## config.mk

```make
export PLATFORM = sky130hd
export DESIGN_NAME = overload_frame_tx
export DESIGN_NICKNAME = d
export VERILOG_FILES = /design/src/rtl/can_pkg.sv /design/src/rtl/bit_counter.sv /design/src/rtl/overload_frame_tx.sv
export SDC_FILE = /design/constraint.sdc
export NUM_CORES = 1
export LEC_CHECK = 0
export ABC_AREA = 0
export BUFFER_PORTS_ARGS = -buffer_cell sky130_fd_sc_hd__buf_2
export CORE_AREA = 2 2 39 41
export CTS_CLUSTER_DIAMETER = 200
export DETAILED_ROUTE_END_ITERATION = 10
export DIE_AREA = 0 0 41 43
export HOLD_SLACK_MARGIN = 0.12
export PLACE_DENSITY = 0.72
export SLEW_MARGIN = 0
export SYNTH_ARGS = -nofsm -noshare
export SYNTH_HDL_FRONTEND = slang
export SYNTH_SLANG_ARGS = --single-unit
```

## constraint.sdc

```tcl
create_clock -name clock -period 2.1 [get_ports clock]
set_clock_uncertainty 0.2 [all_clocks]
set_input_delay 0.21 -clock clock [delete_from_list [all_inputs] [get_ports clock]]
set_output_delay 0.21 -clock clock [all_outputs]
set_load 0.01 [all_outputs]
```

## src/rtl/can_pkg.sv

```systemverilog
// rtl/can_pkg.sv - shared CAN transmit-side types and constants
package can_pkg;

    typedef enum logic [1:0] {
        IDLE  = 2'd0,
        FLAG  = 2'd1,
        WAIT  = 2'd2,
        DELIM = 2'd3
    } txState_e;

    localparam logic DOMINANT  = 1'b0;
    localparam logic RECESSIVE = 1'b1;

    // Flag/delimiter lengths are common to overload and error frames
    localparam int FLAG_LEN  = 6;
    localparam int DELIM_LEN = 8;
    localparam int CNT_W     = 4;

endpackage

```

## src/rtl/bit_counter.sv

```systemverilog
// rtl/bit_counter.sv - saturating bit-time counter with clear, load-1 and enable
module bit_counter
    import can_pkg::*;
(
    input  logic             clock,
    input  logic             resetN,
    input  logic             samplePoint,
    input  logic             clear,
    input  logic             load1,
    input  logic             enable,
    output logic [CNT_W-1:0] count
);

    always_ff @(posedge clock or negedge resetN) begin
        if (!resetN) begin
            count <= '0;
        end else if (samplePoint) begin
            if (clear) begin
                count <= '0;
            end else if (load1) begin
                count <= CNT_W'(1);
            end else if (enable && (count != '1)) begin
                count <= count + 1'b1;
            end
        end
    end

endmodule

```

## src/rtl/overload_frame_tx.sv

```systemverilog
// rtl/overload_frame_tx.sv - CAN overload frame transmitter (flag, superposition wait, delimiter)
// Optional OVF_LIMIT_EN: caps self-initiated overload frames at two per received frame.
module overload_frame_tx
    import can_pkg::*;
#(
    parameter int FLAG_BITS    = FLAG_LEN,
    parameter int DELIM_BITS   = DELIM_LEN,
    parameter int MAX_SUPERPOS = 7
) (
    input  logic clock,
    input  logic resetN,
    input  logic samplePoint,
    input  logic canRX,
    input  logic frameReady,
    input  logic isOverload,
    input  logic overloadReq,
    output logic canTX,
    output logic endOverload,
    output logic busy,
    output logic formError,
    output logic stuckError
);

    localparam logic [CNT_W-1:0] FLAG_LAST    = CNT_W'(FLAG_BITS - 1);
    localparam logic [CNT_W-1:0] DELIM_LAST   = CNT_W'(DELIM_BITS - 1);
    localparam logic [CNT_W-1:0] SUPERPOS_MAX = CNT_W'(MAX_SUPERPOS);

    txState_e         state;
    logic [CNT_W-1:0] cnt;
    logic             cntClear;
    logic             cntLoad1;
    logic             cntEnable;
    logic             reqLimited;
    logic             request;

`ifdef OVF_LIMIT_EN
    logic [1:0] ovfCount;

    assign reqLimited = (ovfCount == 2'd2);

    // Only frames started by overloadReq alone count against the limit
    always_ff @(posedge clock or negedge resetN) begin
        if (!resetN) begin
            ovfCount <= 2'd0;
        end else if (samplePoint) begin
            if (!frameReady) begin
                ovfCount <= 2'd0;
            end else if ((state == IDLE) && overloadReq && !isOverload && !reqLimited) begin
                ovfCount <= ovfCount + 2'd1;
            end
        end
    end
`else
    logic unusedFrameReady;

    assign unusedFrameReady = frameReady;
    assign reqLimited       = 1'b0;
`endif

    assign request = isOverload | (overloadReq & ~reqLimited);
    assign busy    = (state != IDLE);

    // Holding the counter clear throughout IDLE gives cnt = 0 on entry to FLAG
    always_comb begin
        cntClear  = 1'b0;
        cntLoad1  = 1'b0;
        cntEnable = 1'b0;
        case (state)
            IDLE: cntClear = 1'b1;
            FLAG: begin
                if (cnt == FLAG_LAST) cntClear  = 1'b1;
                else                  cntEnable = 1'b1;
            end
            WAIT: begin
                if (canRX == RECESSIVE)       cntLoad1  = 1'b1;
                else if (cnt == SUPERPOS_MAX) cntClear  = 1'b1;
                else                          cntEnable = 1'b1;
            end
            DELIM: begin
                if ((canRX == RECESSIVE) && (cnt != DELIM_LAST)) cntEnable = 1'b1;
                else                                             cntClear  = 1'b1;
            end
            default: cntClear = 1'b1;
        endcase
    end

    bit_counter u_bitCounter (
        .clock       (clock),
        .resetN      (resetN),
        .samplePoint (samplePoint),
        .clear       (cntClear),
        .load1       (cntLoad1),
        .enable      (cntEnable),
        .count       (cnt)
    );

    always_ff @(posedge clock or negedge resetN) begin
        if (!resetN) begin
            state       <= IDLE;
            canTX       <= RECESSIVE;
            endOverload <= 1'b0;
            formError   <= 1'b0;
            stuckError  <= 1'b0;
        end else if (samplePoint) begin
            endOverload <= 1'b0;
            formError   <= 1'b0;
            stuckError  <= 1'b0;
            case (state)
                IDLE: begin
                    if (request) begin
                        canTX <= DOMINANT;
                        state <= FLAG;
                    end
                end
                FLAG: begin
                    if (cnt == FLAG_LAST) begin
                        canTX <= RECESSIVE;
                        state <= WAIT;
                    end
                end
                WAIT: begin
                    if (canRX == RECESSIVE) begin
                        state <= DELIM;
                    end else if (cnt == SUPERPOS_MAX) begin
                        stuckError <= 1'b1;
                        state      <= IDLE;
                    end
                end
                DELIM: begin
                    if (canRX == DOMINANT) begin
                        formError <= 1'b1;
                        state     <= IDLE;
                    end else if (cnt == DELIM_LAST) begin
                        endOverload <= 1'b1;
                        state       <= IDLE;
                    end
                end
                default: begin
                    canTX <= RECESSIVE;
                    state <= IDLE;
                end
            endcase
        end
    end

endmodule
```

## After elaboration in Yosys (flattened, before gate mapping)

Cells that the tools add are included.

- Output and inout port bits: 5
- Flip-flop bits (word level): 10
- Input port bits: 7

- Muxes and demuxes: 29
- Reductions and logical operators: 9
- Equality and inequality tests: 9
- Bitwise operators: 1
- Add/subtract/negate cells: 1

Operator list:

| kind | number |
|---|---|
| 2-to-1 mux 1 bit | 17 |
| 2-to-1 mux 4 bit | 3 |
| 2-to-1 mux 2 bit | 5 |
| equality test 4 x 3 -> 1 bit (second input constant) | 2 |
| one-hot mux 2 bit (4 select lines) | 1 |
| adder 4 x 1 -> 4 bit (second input constant) | 1 |
| equality test 2 bit (second input constant) | 2 |
| != test 2 bit (second input constant) | 2 |
| != test 4 x 3 -> 1 bit (second input constant) | 1 |
| != test 4 bit (second input constant) | 1 |
| one-hot mux 1 bit (4 select lines) | 1 |
| AND reduction 4 bit | 1 |
| nonzero test 2 bit | 2 |
| one-hot mux 1 bit (3 select lines) | 1 |
| AND reduction 3 bit | 1 |
| nonzero test 3 bit | 1 |
| equality test 2 x 1 -> 1 bit (second input constant) | 1 |
| logical AND 1 bit | 2 |
| logical NOT 2 bit | 1 |
| one-hot mux 1 bit (2 select lines) | 1 |
| AND reduction 2 bit | 1 |
| bitwise OR 1 bit | 1 |

## Depth between registers and ports, before layout

Gate-level depths: netlist (run 1).

- Depth after elaboration: 8
- Gate-level depth with buffers: 6
- Depth with buffers taken out: 6

## Hierarchy

From an unflattened synthesis (run 1), not the netlist that was laid out.

- Cells, all modules: 70
- Area, all modules: 651.9 µm²

By module, submodules not included:

| module | area each (µm²) | instances | seq. area each (µm²) | cells an instance |
|---|---|---|---|---|
| overload_frame_tx | 397.9 | 1 | 151.4 | 41 |
| bit_counter | 254.0 | 1 | 100.1 | 29 |

## Worst setup path before layout (run 1)

Ideal clock, no wire load.

- Kind: register to register
- Start point: register u_bitCounter.count[0]
- End point: register u_bitCounter.count[1]
- Path slack: 367 ps
- Data arrival time: 1438 ps
- Cell stages (with the launch flop): 7
- Setup time: 95 ps
- Cell sequence: dfrtp_1 -> ha_1 -> and3b_1 -> a21oi_2 -> o22ai_1 -> o32a_1 -> o31ai_1

- Word-level cells in the longest chain between the ends: 7

Ends and longest elaborated chain:

| what | RTL line | text |
|---|---|---|
| from (decl) | bit_counter.sv:11 | `output logic [CNT_W-1:0] count` |
| from (signal assigned) | bit_counter.sv:23 | `count <= count + 1'b1;` |
| equality test 4 x 3 -> 1 bit / != test 4 x 3 -> 1 bit (equally long branches) | overload_frame_tx.sv:76, overload_frame_tx.sv:80 |  |
| 2-to-1 mux 1 bit / logical AND 1 bit (equally long branches) | overload_frame_tx.sv:76, overload_frame_tx.sv:80 |  |
| 2-to-1 mux 1 bit, on equally long branches | overload_frame_tx.sv:75, overload_frame_tx.sv:80 |  |
| one-hot mux 1 bit (3 select lines) | overload_frame_tx.sv:68 | `case (state)` |
| logical AND 1 bit | bit_counter.sv:22 | `end else if (enable && (count != '1)) begin` |
| nonzero test 3 bit (no source line) | -- |  |
| AND reduction 2 bit (no source line) | -- |  |

Several ways; a longest one is shown, not always the timed one. The select of a mux whose other input is x is not followed.
A chain may end at the register's enable or synchronous reset.

## Worst setup path in the final report (run 1)

- Start point: input port canRX
- End point: register u_bitCounter.count[1]

- Word-level cells in the longest chain between the ends: 6

Ends and longest elaborated chain:

| what | RTL line | text |
|---|---|---|
| from (decl) | overload_frame_tx.sv:13 | `input logic canRX,` |
| logical AND 1 bit | overload_frame_tx.sv:80 | `if ((canRX == RECESSIVE) && (cnt != DELIM_LAST)) cntEnable = 1'b1;` |
| 2-to-1 mux 1 bit | overload_frame_tx.sv:80 |  |
| one-hot mux 1 bit (3 select lines) | overload_frame_tx.sv:68 |  |
| logical AND 1 bit | bit_counter.sv:22 |  |
| nonzero test 3 bit (no source line) | -- |  |
| AND reduction 2 bit (no source line) | -- |  |

Several ways; a longest one is shown, not always the timed one.

==> impl_metrics.py, run 1 <==
metrics = {
    "clock_network": {
        "clk_latency_ns": 0.27,
        "cts_sinks": 10,
        "cts_buffer_depth": 2,
        "cts_setup_buffers": 0,
        "clkSlewWorstSetupHoldPaths_ns": 0.07,
        "cts_made_buffers": 3,
        "htreeDepth": 1,
        "tritoncts": "done",
        "cts_root_buf": "clkbuf_4",
    },
    "pwr": {
        "seqPwrFrac": 0.349,
        "netSwitchingFraction": 0.399,
        "ir_drop_v": 0.000684,
        "p_leak_nw": 0.350,
        "cellInternalPower_uw": 596,
        "p_per_area_nw_per_um2": 1250,
        "p_sw_uw": 396,
        "comb_power_share": 0.472,
        "p_clk_frac": 0.179,
    },
    "placed_design": {
        "gp_congestion": 0.789,
        "place.port_buffers": 10,
        "post-dp-hpwl_um": 932,
    },
    "setup_path": {
        "startpoint_type": "primary input",
        "cp-end-kind": "register",
        "rrSetupSlack_ns": 0.23,
        "path_class": "primary input to register",
        "path_max_fanout": 9,
        "required_ns": 2.08,
        "arrival_ns": 1.95,
    },
    "min_path": {
        "hp-class": "primary input to asynchronous set/reset pin",
    },
    "timing": {
        "max_slew.worst_pin.slew_ns": 0.299,
        "timing.hold.ws_ns": 0.127,
        "rsz0062_at_grt": "no",
        "setup_viol": 0,
        "max_freq_mhz": 508,
        "layout_min_cycle_time_ns": 1.97,
        "slew_violations": 0,
        "fin_crit_sh": 0.937,
        "hold_viol_final": 0,
        "relSlewSlack": 0.801,
        "setup-tns-final_ns": 0,
    },
    "cells_and_area": {
        "fin_nets": 102,
        "post_route_cells_drive_above_1_share": 0.239,
        "final_common_cell": "buf_2",
        "final_cell_mix": "buf_2, dfrtp_1, nor2_1, nand2_1",
        "area_growth_pct": 20.9,
        "diodes": 0,
    },
    "outcome": {
        "status": "completed",
    },
    "die": {
        "initial_core_util": 0.476,
        "io_pins": 12,
        "placementRows": 14,
        "die_x_um": 41,
        "core_um2": 1380,
        "die_y_um": 43,
        "design.die.area_um2": 1760,
    },
    "global_routing": {
        "track_usage": 0.213,
        "grt_overflow": 0,
        "grt_pass1_vias": 610,
        "grt_pass1_wl_um": 2550,
        "grt_max_degree": 19,
        "antenna_found_initial": 0,
    },
    "drt": {
        "drt_iter0_markers": 12,
        "wl_per_cell_um": 12.5,
        "num_vias": 623,
        "detail-route-antenna-nets": 0,
        "wirelength_um": 1350,
        "drc": 0,
        "vias_per_cell": 5.77,
        "dr.pass1.iters": 4,
    },
    "run": {
        "drv_cap": 0,
    },
    "synth": {
        "seq_area_frac_synth": 0.382,
        "yosys.area.top_type_share": 0.342,
        "synth_top_area_cell": "dfrtp_1",
        "synthFlopType": "dfrtp_1",
        "synth_edf_count": 0,
        "synthCells": 77,
        "ys_warn_count": 0,
        "ys_types": 33,
        "synth_nets": 86,
        "syn_area_um2": 658,
        "avgSynthCellArea_um2": 8.55,
        "synth-async-reset-ratio": 1.00,
        "ys_seq_elements": 10,
        "synth.area.top_cells": "dfrtp_1, nand2_1, nor2_1, dfstp_2, ha_1",
    },
}
## layout make-up
cell class	count	area [um2]
Inverter	5	18.8
Multi-Input combinational cell	56	357
Clock buffer	4	36.3
Sequential cell	10	251
Timing Repair Buffer	17	113
Tap cell	16	20.0
Fill cell	125	588
## critical path: stages
cell           delay [ns]
dlygate4sd3_1        0.53
buf_2                0.17
or3b_4               0.39
a21oi_2              0.12
o22ai_1              0.12
o32a_1               0.34
o31ai_1              0.06
## cell usage after synthesis (2+ instances only)
master,count
o21a_1,2
nor2_1,8
inv_1,5
nand3b_1,2
nand3_1,3
a31oi_1,3
o21ai_0,5
dfrtp_1,9
o22ai_1,3
nand2_1,8
o211ai_1,2
mux2_2,2
a21oi_1,2
clkbuf_1,3
ha_1,2
## power by group through the flow
| stage | clock network [mW] | registers (mW) | logic [mW] |
|---|---|---|---|
| 2_1_floorplan | 0 | 0.322 | 0.361 |
| 3_3_place_gp | 0 | 0.345 | 0.454 |
| 3_5_place_dp | 0 | 0.346 | 0.461 |
| 4_1_cts | 0.178 | 0.343 | 0.470 |
| 5_1_grt | 0.188 | 0.359 | 0.539 |
| 6_report | 0.177 | 0.347 | 0.468 |
## what timing repair did
item | in CTS | in global routing
hold buffers | 4 | 0
gates resized for setup | 0 | 0
endpoints found under the hold margin | 12 | 0
## worst paths after layout
check / from / endpoint / depth (start not counted)
hold reg to reg: canTX / canTX / 2
max in group asynchronous: resetN / canTX / 2
hold / removal: resetN / u_bitCounter.count[3] / 2
setup / recovery: canRX / u_bitCounter.count[1] / 7
min in group clock: samplePoint / u_bitCounter.count[2] / 2
setup reg to reg: u_bitCounter.count[0] / u_bitCounter.count[1] / 6
## registers in the layout, indices dropped and copies added, names as in the netlist
name,count
stuckError,1
endOverload,1
u_bitCounter.count,4
canTX,1
state,2
formError,1
## routing by layer
layer / part of all wire / track usage / vias up / routed length [um]
li1: - / - / 308 / -
met1: 0.46 / 0.280 / 304 / 627
met2: 0.50 / 0.328 / 7 / 672
met3: 0.021 / 0.0314 / 4 / 29
met4: 0.016 / 0.100 / 0 / 22
met5: 0 / 0 / - / 0
## through the flow
step / instance area, um2 / total power [mW] / instances / util / worst slack [ns]
2_1_floorplan: 658 / 0.683 / 77 / - / 0.367
3_3_place_gp: 719 / 0.798 / 100 / 0.520 / 0.249
3_5_place_dp: 719 / 0.807 / 100 / 0.520 / 0.237
4_1_cts: 796 / 0.991 / 108 / 0.575 / 0.124
5_1_grt: 796 / 1.09 / 108 / 0.575 / 0.0684
6_report: 796 / 0.992 / 108 / 0.575 / 0.133
## kinds of logic after synthesis
family / after synthesis / synth area share
AO/OA/AOI/OAI: 23 / 0.234
AND/OR/NAND/NOR: 29 / 0.236
adder cells (fa/ha/maj): 2 / 0.0380
buffers and inverters: 11 / 0.0760
flip-flops: 10 / 0.382
multiplexers: 2 / 0.0342
Power figures use the tool's default switching activity.
==> run 2: changes to the inputs <==
RECOVER_POWER = 50   (was default)
==> run 2 against run 1 <==
Clock power barely moved. First-iteration DRC count did not move. Count of clock-buffer cells in the layout did not move. Setup slack improved by 0.0011 ns. Critical path depth did not move. Die area did not move. Final cell count did not move. Register-to-register slack barely moved.
==> impl_metrics.py, run 2 (synthesized netlist as in run 1, its figures left out) <==
metrics = {
    "outcome": {
        "status": "completed",
    },
    "cells_and_area": {
        "post_route_cells_drive_above_1_share": 0.207,
        "final_cell_mix": "dfrtp_1, nor2_1, nand2_1",
        "largest_register_ff_count": 4,
        "area_growth_pct": 20.3,
        "diodes": 0,
        "final_common_cell": "dfrtp_1",
        "top_register": "u_bitCounter.count",
        "fin_nets": 102,
        "largestRegisters": "u_bitCounter.count (4), state (2)",
    },
    "clock_network": {
        "cts_sinks": 10,
        "cts_setup_buffers": 0,
        "cts_made_buffers": 3,
        "clkSlewWorstSetupHoldPaths_ns": 0.07,
        "cts_buffer_depth": 2,
        "tritoncts": "done",
        "cts_root_buf": "clkbuf_4",
        "clk_latency_ns": 0.27,
        "htreeDepth": 1,
    },
    "placed_design": {
        "place.port_buffers": 10,
        "gp_congestion": 0.789,
        "post-dp-hpwl_um": 932,
    },
    "setup_path": {
        "startpoint_type": "primary input",
        "path_class": "primary input to register",
        "reg2reg_depth": 6,
        "arrival_ns": 1.94,
        "cp-end-kind": "register",
        "required_ns": 2.08,
        "timing.rr.start": "u_bitCounter.count[0]",
        "rrSetupSlack_ns": 0.24,
        "r2r-end": "u_bitCounter.count[1]",
        "path_max_fanout": 9,
    },
    "die": {
        "design.die.area_um2": 1760,
        "core_um2": 1380,
        "die_y_um": 43,
        "die_x_um": 41,
        "initial_core_util": 0.476,
        "io_pins": 12,
        "placementRows": 14,
    },
    "drt": {
        "detail-route-antenna-nets": 0,
        "wirelength_um": 1340,
        "vias_per_cell": 5.77,
        "wl_per_cell_um": 12.4,
        "dr.pass1.iters": 4,
        "num_vias": 623,
        "drc": 0,
        "drt_iter0_markers": 12,
    },
    "pwr": {
        "p_per_area_nw_per_um2": 1250,
        "ir_drop_v": 0.000683,
        "p_total_uw": 989,
        "p_leak_nw": 0.338,
    },
    "timing": {
        "max_slew.worst_pin.slew_ns": 0.563,
        "relSlewSlack": 0.625,
        "slew_violations": 0,
        "hold_viol_final": 0,
        "max_freq_mhz": 509,
        "setup-tns-final_ns": 0,
        "layout_min_cycle_time_ns": 1.97,
        "setup_viol": 0,
        "rsz0062_at_grt": "no",
        "fin_crit_sh": 0.936,
    },
    "min_path": {
        "hp-class": "primary input to register",
        "min_to": "u_bitCounter.count[2]",
        "hold_start": "samplePoint",
        "hold_depth": 2,
    },
    "run": {
        "drv_cap": 0,
    },
    "global_routing": {
        "antenna_found_initial": 0,
        "grt_overflow": 0,
        "grt_pass1_vias": 610,
        "grt_max_degree": 19,
        "track_usage": 0.213,
        "grt_pass1_wl_um": 2550,
    },
}
[run 2: critical path, cell delays in order]
cell	delay, ns
dlygate4sd3_1	0.53
buf_2	0.17
or3b_4	0.39
a21oi_2	0.12
o22ai_1	0.12
o32a_1	0.34
o31ai_1	0.06
[run 2: worst max-delay path by stage]
stage / start / to / slack [ns] / cells after the start
finish: canRX / u_bitCounter.count[1] / 0.13 / 7
global route: canRX / u_bitCounter.count[1] / 0.07 / 7
CTS: canRX / u_bitCounter.count[1] / 0.12 / 7
detailed placement: u_bitCounter.count[0] / u_bitCounter.count[1] / 0.24 / 6
global placement: u_bitCounter.count[0] / u_bitCounter.count[1] / 0.25 / 6
floorplan: u_bitCounter.count[0] / u_bitCounter.count[1] / 0.37 / 6
[run 2: final cells by class]
cell class / instances / area [um2]
inverter: 5 / 18.8
clock buffer: 4 / 36.3
multi-input combinational: 56 / 357
timing repair buffer: 17 / 109
tap: 16 / 20.0
fill: 128 / 592
sequential: 10 / 251
[run 2: per-stage QoR]
stage / utilization / instance area, um2 / hold slack (ns) / cells / setup WS [ns]
2_1_floorplan: - / 658 / -0.286 / 77 / 0.367
3_3_place_gp: 0.520 / 719 / -0.115 / 100 / 0.249
3_5_place_dp: 0.520 / 719 / -0.114 / 100 / 0.237
4_1_cts: 0.575 / 796 / 0.128 / 108 / 0.124
5_1_grt: 0.572 / 792 / 0.151 / 108 / 0.0684
6_report: 0.572 / 792 / 0.127 / 108 / 0.134
[run 2: layer usage]
layer	vias up	global-route usage	routed length, um
met1	305	0.280	619
met2	7	0.328	670
met3	4	0.0314	33
met4	0	0.100	22
li1	307	-	-
met5	-	0	0
[run 2: power by group]
group	leakage [nW]	switching (mW)	internal, mW	total, mW
logic	0.190	0.241	0.226	0.467
clock network	0.0210	0.0718	0.105	0.177
registers	0.127	0.0807	0.265	0.346
[run 2: repair_timing]
action | 4_1_cts | 5_1_grt
hold buffers | 4 | 0
endpoints found under the hold margin | 12 | 0
resized for setup | 0 | 0
